## config.mk

```make
export PLATFORM = sky130hd
export DESIGN_NAME = wb_arbiter_qos
export DESIGN_NICKNAME = d
export VERILOG_FILES = /design/src/rtl/wb_intercon_pkg.sv /design/src/rtl/wb_arb_pick.sv /design/src/rtl/wb_arbiter_qos.sv
export SDC_FILE = /design/constraint.sdc
export NUM_CORES = 1
export LEC_CHECK = 0
export BUFFER_PORTS_ARGS = -buffer_cell sky130_fd_sc_hd__buf_2
export CORE_AREA = 2 2 132 134
export CTS_CLUSTER_DIAMETER = 150
export DETAILED_ROUTE_END_ITERATION = 12
export DIE_AREA = 0 0 134 136
export HOLD_SLACK_MARGIN = 0.06
export PLACE_DENSITY_LB_ADDON = 0.12
export SETUP_SLACK_MARGIN = 0.2
export SKIP_LAST_GASP = 1
export SLEW_MARGIN = 20
export SYNTH_ARGS = -nofsm -noshare
export SYNTH_HDL_FRONTEND = slang
export SYNTH_SLANG_ARGS = --single-unit
```

## constraint.sdc

```tcl
create_clock -name wb_clk_i -period 2.3 [get_ports wb_clk_i]
set_clock_uncertainty 0.2 [all_clocks]
set_input_delay 0.23 -clock wb_clk_i [delete_from_list [all_inputs] [get_ports wb_clk_i]]
set_output_delay 0.23 -clock wb_clk_i [all_outputs]
set_load 0.02 [all_outputs]
```

## src/rtl/wb_intercon_pkg.sv

```systemverilog
// Shared definitions for the Wishbone interconnect: arbiter FSM states,
// arbitration mode constants and index-width helper.
package wb_intercon_pkg;

  typedef enum logic [1:0] {
    ST_IDLE  = 2'd0,
    ST_OWN   = 2'd1,
    ST_ABORT = 2'd2,
    ST_DRAIN = 2'd3
  } arb_state_t;

  localparam int unsigned MODE_RR    = 0;
  localparam int unsigned MODE_FIXED = 1;

  // Width of a master index; a single master still gets a 1-bit index.
  function automatic int unsigned idx_width(input int unsigned n);
    return (n <= 1) ? 1 : $clog2(n);
  endfunction

endpackage

```

## src/rtl/wb_arb_pick.sv

```systemverilog
// Combinational winner selection: round-robin after the last owner, or
// fixed priority with the lowest index winning.
module wb_arb_pick #(
  parameter int unsigned num_masters = 2,
  parameter int unsigned msb         = 1
) (
  input  logic [num_masters-1:0] req,
  input  logic [msb-1:0]         last,
  input  logic                   mode,
  output logic [msb-1:0]         winner,
  output logic                   valid
);

  logic [2*num_masters-1:0] dbl;
  logic [num_masters-1:0]   rot;

  // Rotate so bit 0 is the index just after the last owner.
  assign dbl   = {req, req};
  assign rot   = num_masters'(dbl >> (32'(last) + 32'd1));
  assign valid = |req;

  always_comb begin
    winner = '0;
    if (mode) begin
      for (int i = num_masters - 1; i >= 0; i--) begin
        if (req[i]) winner = msb'(i);
      end
    end else begin
      for (int j = num_masters - 1; j >= 0; j--) begin
        if (rot[j]) winner = msb'((32'(last) + 32'd1 + 32'(j)) % num_masters);
      end
    end
  end

endmodule

```

## src/rtl/wb_arbiter_qos.sv

```systemverilog
// Multi-master Wishbone arbiter with round-robin or fixed-priority grant,
// owner hold across bursts and an optional stall watchdog that aborts the owner.
module wb_arbiter_qos
  import wb_intercon_pkg::*;
#(
  parameter int unsigned dw          = 32,
  parameter int unsigned aw          = 32,
  parameter int unsigned num_masters = 2,
  parameter int unsigned mode        = 0,
  parameter int unsigned timeout     = 0
) (
  input  logic                          wb_clk_i,
  input  logic                          wb_rst_i,
  input  logic [num_masters*aw-1:0]     wbm_adr_i,
  input  logic [num_masters*dw-1:0]     wbm_dat_i,
  input  logic [num_masters*(dw/8)-1:0] wbm_sel_i,
  input  logic [num_masters-1:0]        wbm_we_i,
  input  logic [num_masters-1:0]        wbm_cyc_i,
  input  logic [num_masters-1:0]        wbm_stb_i,
  input  logic [num_masters*3-1:0]      wbm_cti_i,
  input  logic [num_masters*2-1:0]      wbm_bte_i,
  output logic [num_masters*dw-1:0]     wbm_dat_o,
  output logic [num_masters-1:0]        wbm_ack_o,
  output logic [num_masters-1:0]        wbm_err_o,
  output logic [num_masters-1:0]        wbm_rty_o,
  output logic [aw-1:0]                 wbs_adr_o,
  output logic [dw-1:0]                 wbs_dat_o,
  output logic [dw/8-1:0]               wbs_sel_o,
  output logic                          wbs_we_o,
  output logic                          wbs_cyc_o,
  output logic                          wbs_stb_o,
  output logic [2:0]                    wbs_cti_o,
  output logic [1:0]                    wbs_bte_o,
  input  logic [dw-1:0]                 wbs_dat_i,
  input  logic                          wbs_ack_i,
  input  logic                          wbs_err_i,
  input  logic                          wbs_rty_i,
  output logic [num_masters-1:0]        grant_o,
  output logic                          timeout_o
);

  localparam int unsigned sw  = dw / 8;
  localparam int unsigned msb = idx_width(num_masters);
  localparam int unsigned cw  = (timeout == 0) ? 1 : $clog2(timeout + 1);
  localparam logic [cw-1:0] wd_last = cw'((timeout == 0) ? 0 : timeout - 1);

  arb_state_t     state;
  logic [msb-1:0] owner;
  logic [msb-1:0] last_owner;
  logic [cw-1:0]  wd_cnt;

  logic [msb-1:0] pick_winner;
  logic           pick_valid;
  logic           in_own;
  logic           own_cyc;
  logic           slv_resp;
  logic           wd_count;
  logic           wd_fire;

  logic [aw-1:0] m_adr [num_masters];
  logic [dw-1:0] m_dat [num_masters];
  logic [sw-1:0] m_sel [num_masters];
  logic [2:0]    m_cti [num_masters];
  logic [1:0]    m_bte [num_masters];

  for (genvar g = 0; g < num_masters; g++) begin : g_unpack
    assign m_adr[g] = wbm_adr_i[g*aw +: aw];
    assign m_dat[g] = wbm_dat_i[g*dw +: dw];
    assign m_sel[g] = wbm_sel_i[g*sw +: sw];
    assign m_cti[g] = wbm_cti_i[g*3 +: 3];
    assign m_bte[g] = wbm_bte_i[g*2 +: 2];
  end

  wb_arb_pick #(
    .num_masters(num_masters),
    .msb        (msb)
  ) u_pick (
    .req   (wbm_cyc_i),
    .last  (last_owner),
    .mode  (mode == MODE_FIXED),
    .winner(pick_winner),
    .valid (pick_valid)
  );

  assign in_own   = (state == ST_OWN);
  assign own_cyc  = wbm_cyc_i[owner];
  assign slv_resp = wbs_ack_i | wbs_err_i | wbs_rty_i;
  assign wd_count = in_own && wbm_stb_i[owner] && !slv_resp;
  assign wd_fire  = (timeout != 0) && wd_count && (wd_cnt == wd_last);

  // Arbitration FSM, owner tracking and stall watchdog.
  always_ff @(posedge wb_clk_i or posedge wb_rst_i) begin
    if (wb_rst_i) begin
      state      <= ST_IDLE;
      owner      <= '0;
      last_owner <= msb'(num_masters - 1);
      wd_cnt     <= '0;
    end else begin
      case (state)
        ST_IDLE: begin
          wd_cnt <= '0;
          if (pick_valid) begin
            owner      <= pick_winner;
            last_owner <= pick_winner;
            state      <= ST_OWN;
          end
        end
        ST_OWN: begin
          if (!own_cyc) begin
            state  <= ST_IDLE;
            wd_cnt <= '0;
          end else if (wd_fire) begin
            state  <= ST_ABORT;
            wd_cnt <= '0;
          end else if (wd_count) begin
            if (wd_cnt != '1) wd_cnt <= wd_cnt + 1'b1;
          end else begin
            wd_cnt <= '0;
          end
        end
        ST_ABORT: state <= ST_DRAIN;
        ST_DRAIN: if (!own_cyc) state <= ST_IDLE;
        default:  state <= ST_IDLE;
      endcase
    end
  end

  always_comb begin
    grant_o = '0;
    if (state != ST_IDLE) grant_o[owner] = 1'b1;
  end

  assign wbs_adr_o = m_adr[owner];
  assign wbs_dat_o = m_dat[owner];
  assign wbs_sel_o = m_sel[owner];
  assign wbs_we_o  = wbm_we_i[owner];
  assign wbs_cti_o = m_cti[owner];
  assign wbs_bte_o = m_bte[owner];
  assign wbs_cyc_o = in_own & own_cyc;
  assign wbs_stb_o = in_own & wbm_stb_i[owner];

  assign wbm_dat_o = {num_masters{wbs_dat_i}};
  assign wbm_ack_o = (in_own && wbs_ack_i) ? grant_o : '0;
  assign wbm_rty_o = (in_own && wbs_rty_i) ? grant_o : '0;
  assign wbm_err_o = ((in_own && wbs_err_i) || state == ST_ABORT) ? grant_o : '0;
  assign timeout_o = (state == ST_ABORT);

endmodule
```

==> impl_metrics.yaml <==
run_status:
  status: "completed"
global_routing:
  antenna_found_initial: 0
  grt_use_total: 0.0632
  grt-ovfl-total: 0
  grt_pass1_vias: 1717
  grt_max_degree: 32
  grt_pass1_wl_um: 9160
critical_path:
  path_class: "register to primary output"
  crit_path_start_kind: "register"
  path_delay_family: "flip-flops"
  slowest_stage: "dfrtp_4"
  worstSetupStartpoint: "owner"
  crit_buf_inv: 2
  critPathMaxFanout: 31
  cp.arrival_ns: 1.60
  cp_cell_sequence: "buf_12 -> mux2_2 -> buf_2"
  cp.required_ns: 1.87
  end_kind: "primary output"
  cpPeakStageDelay_ns: 0.57
  timing.rr.start: "state[1]"
floorplanning:
  io_pins: 338
  fp-row-count: 48
  die_y_um: 136
  die_x_um: 134
  core_area_um2: 16900
  initial_core_util: 0.0999
  die_area_um2: 18200
timing:
  maxSlewHeadroom: 0.798
  rsz0062_at_grt: "false"
  tns_ns: 0
  min_period_over_period: 0.881
  setup_viol: 0
  drv_slew: 0
  period_minus_slack_ns: 2.03
  worstMarginPinSlew_ns: 0.304
  finalHoldViolCount: 0
  fmaxAchievable_ghz: 0.494
clock_tree:
  cts.sinks: 4
  clk_latency_ns: 0.23
  cts_root_buf: "clkbuf_16"
  clk_pin_slew_ns: 0.03
  cts_tree: "built"
  cts-resized-gates: 0
  htreeDepth: 1
  cts_buffers: 3
  clk_path_buf_depth: 2
  holdBufCountCts: 1
  cts_setup_buffers: 0
layout:
  drive_above_1_share: 0.907
  final_common_cell: "buf_2"
  final_cell_mix: "buf_2, mux2_2, nor2_1"
  fin_nets: 546
  nFillCells: 1919
  antenna_cells: 0
  syn_to_final_growth_pct: 62.1
  finalInstanceArea_um2: 2730
hold_path:
  holdCritPathClass: "input pin to register"
  worstHoldStart: "wbm_cyc_i[1]"
placement:
  dpl_cell_area_um2: 2640
  post-dp-hpwl_um: 6090
  gp_congestion: 0.640
  io_buffers: 241
yosys:
  synth_xor_area_frac: 0
  yosysSeqAreaShare: 0.0601
  synthesis.nets: 371
  synth_fa_ha_area_frac: 0
  synth_area_um2: 1690
  yosys.area_share.simple: 0.0594
  ys_warn_count: 0
  ys_types: 22
  syn-mean-instance-area_um2: 9.26
  syn_inst: 182
  synth_top_family_by_area: "multiplexers"
  synthMuxAreaShare: 0.506
  synth_compound_area_frac: 0.0252
  ys_ff_latch: 4
flow_run:
  maxCapViolCount: 0
drt:
  wl_per_cell_um: 11.8
  routed_wl_um: 6870
  drtAntennaViolNets: 0
  via_per_inst: 3.22
  remaining_drc_errors: 0
  vias: 1868
  dr.pass1.iters: 4
  drt_iter0_markers: 27
power_and_ir_drop:
  cellPowerDensity_nw_per_um2: 857
  ir_worst_vdd_mv: 0.284
  leakage_nw: 1.45
[routing by layer]
metal | track usage | part of all wire
met1 | 0.0725 | 0.37
met2 | 0.111 | 0.50
met3 | 0.0220 | 0.12
met4 | 0.0177 | 0.0089
met5 | 0 | 0
[metrics by stage]
step	hold slack [ns]	power, mW	util	worst slack, ns	std cells
after floorplan	-0.205	1.69	-	0.646	182
after global placement	-0.0621	2.10	0.157	0.507	576
after detailed placement	-0.0682	2.09	0.157	0.483	576
after CTS	0.108	2.39	0.162	0.241	581
after global routing	0.145	2.50	0.162	0.207	581
final	0.104	2.34	0.162	0.275	581
[path summary, 6_finish.rpt]
path / endpoint / slack, ns / cells after the start
min in group asynchronous: state[1] / 0.25 / 3
max reg2reg: owner / 0.87 / 2
max: wbs_adr_o[3] / 0.27 / 3
min reg2reg: last_owner / 0.32 / 1
max in group asynchronous: last_owner / 1.42 / 3
min: owner / 0.10 / 2
[power breakdown]
group	total, mW	internal [mW]	switching, mW
clock network	0.281	0.229	0.0517
logic	1.89	0.881	1.01
registers	0.172	0.103	0.0697
[worst register-to-register path, cell delays in order, from the launching register on]
cell and delay, ns:
dfrtp_1 0.47, or3b_1 0.44, a32o_1 0.21
[logic make-up (layout without fill, tap and decap cells)]
logic type / Yosys count / after routing
AOI/OAI and AO/OA: 6 / 6
buffers and inverters: 77 / 251
and+or+nand+nor: 19 / 19
muxes: 76 / 76
DFF: 4 / 4
[cell usage after synthesis]
master | n | share of area
clkbuf_1 | 1 | 0.0022
dfrtp_1 | 3 | 0.045
a32o_1 | 1 | 0.0059
a21oi_1 | 2 | 0.0059
nand3b_1 | 1 | 0.0045
or2b_1 | 1 | 0.0045
nor3_1 | 3 | 0.0089
inv_1 | 2 | 0.0045
mux2_2 | 74 | 0.49
buf_2 | 2 | 0.0059
dfstp_2 | 1 | 0.016
buf_6 | 7 | 0.047
nand2b_1 | 2 | 0.0074
a21boi_0 | 2 | 0.0089
nor4b_1 | 1 | 0.0052
nor2b_1 | 1 | 0.0037
nor2_1 | 6 | 0.013
nand2_1 | 3 | 0.0067
mux2i_1 | 2 | 0.012
a21o_1 | 1 | 0.0045
or3b_1 | 1 | 0.0052
buf_4 | 65 | 0.29
[registers in the layout, indices dropped and copies added, names as in the netlist]
name and count:
owner 1, state 2, last_owner 1
[area by class of cell]
type                            instances  area, um2  share of cell area
Tap cell                              225        282               0.103
Clock buffer                            4       78.8              0.0288
Inverter                                2       7.51             0.00275
Multi-Input combinational cell        101        996               0.364
Timing Repair Buffer                  245       1260               0.462
Sequential cell                         4        105              0.0385
Power figures use the tool's default switching activity.
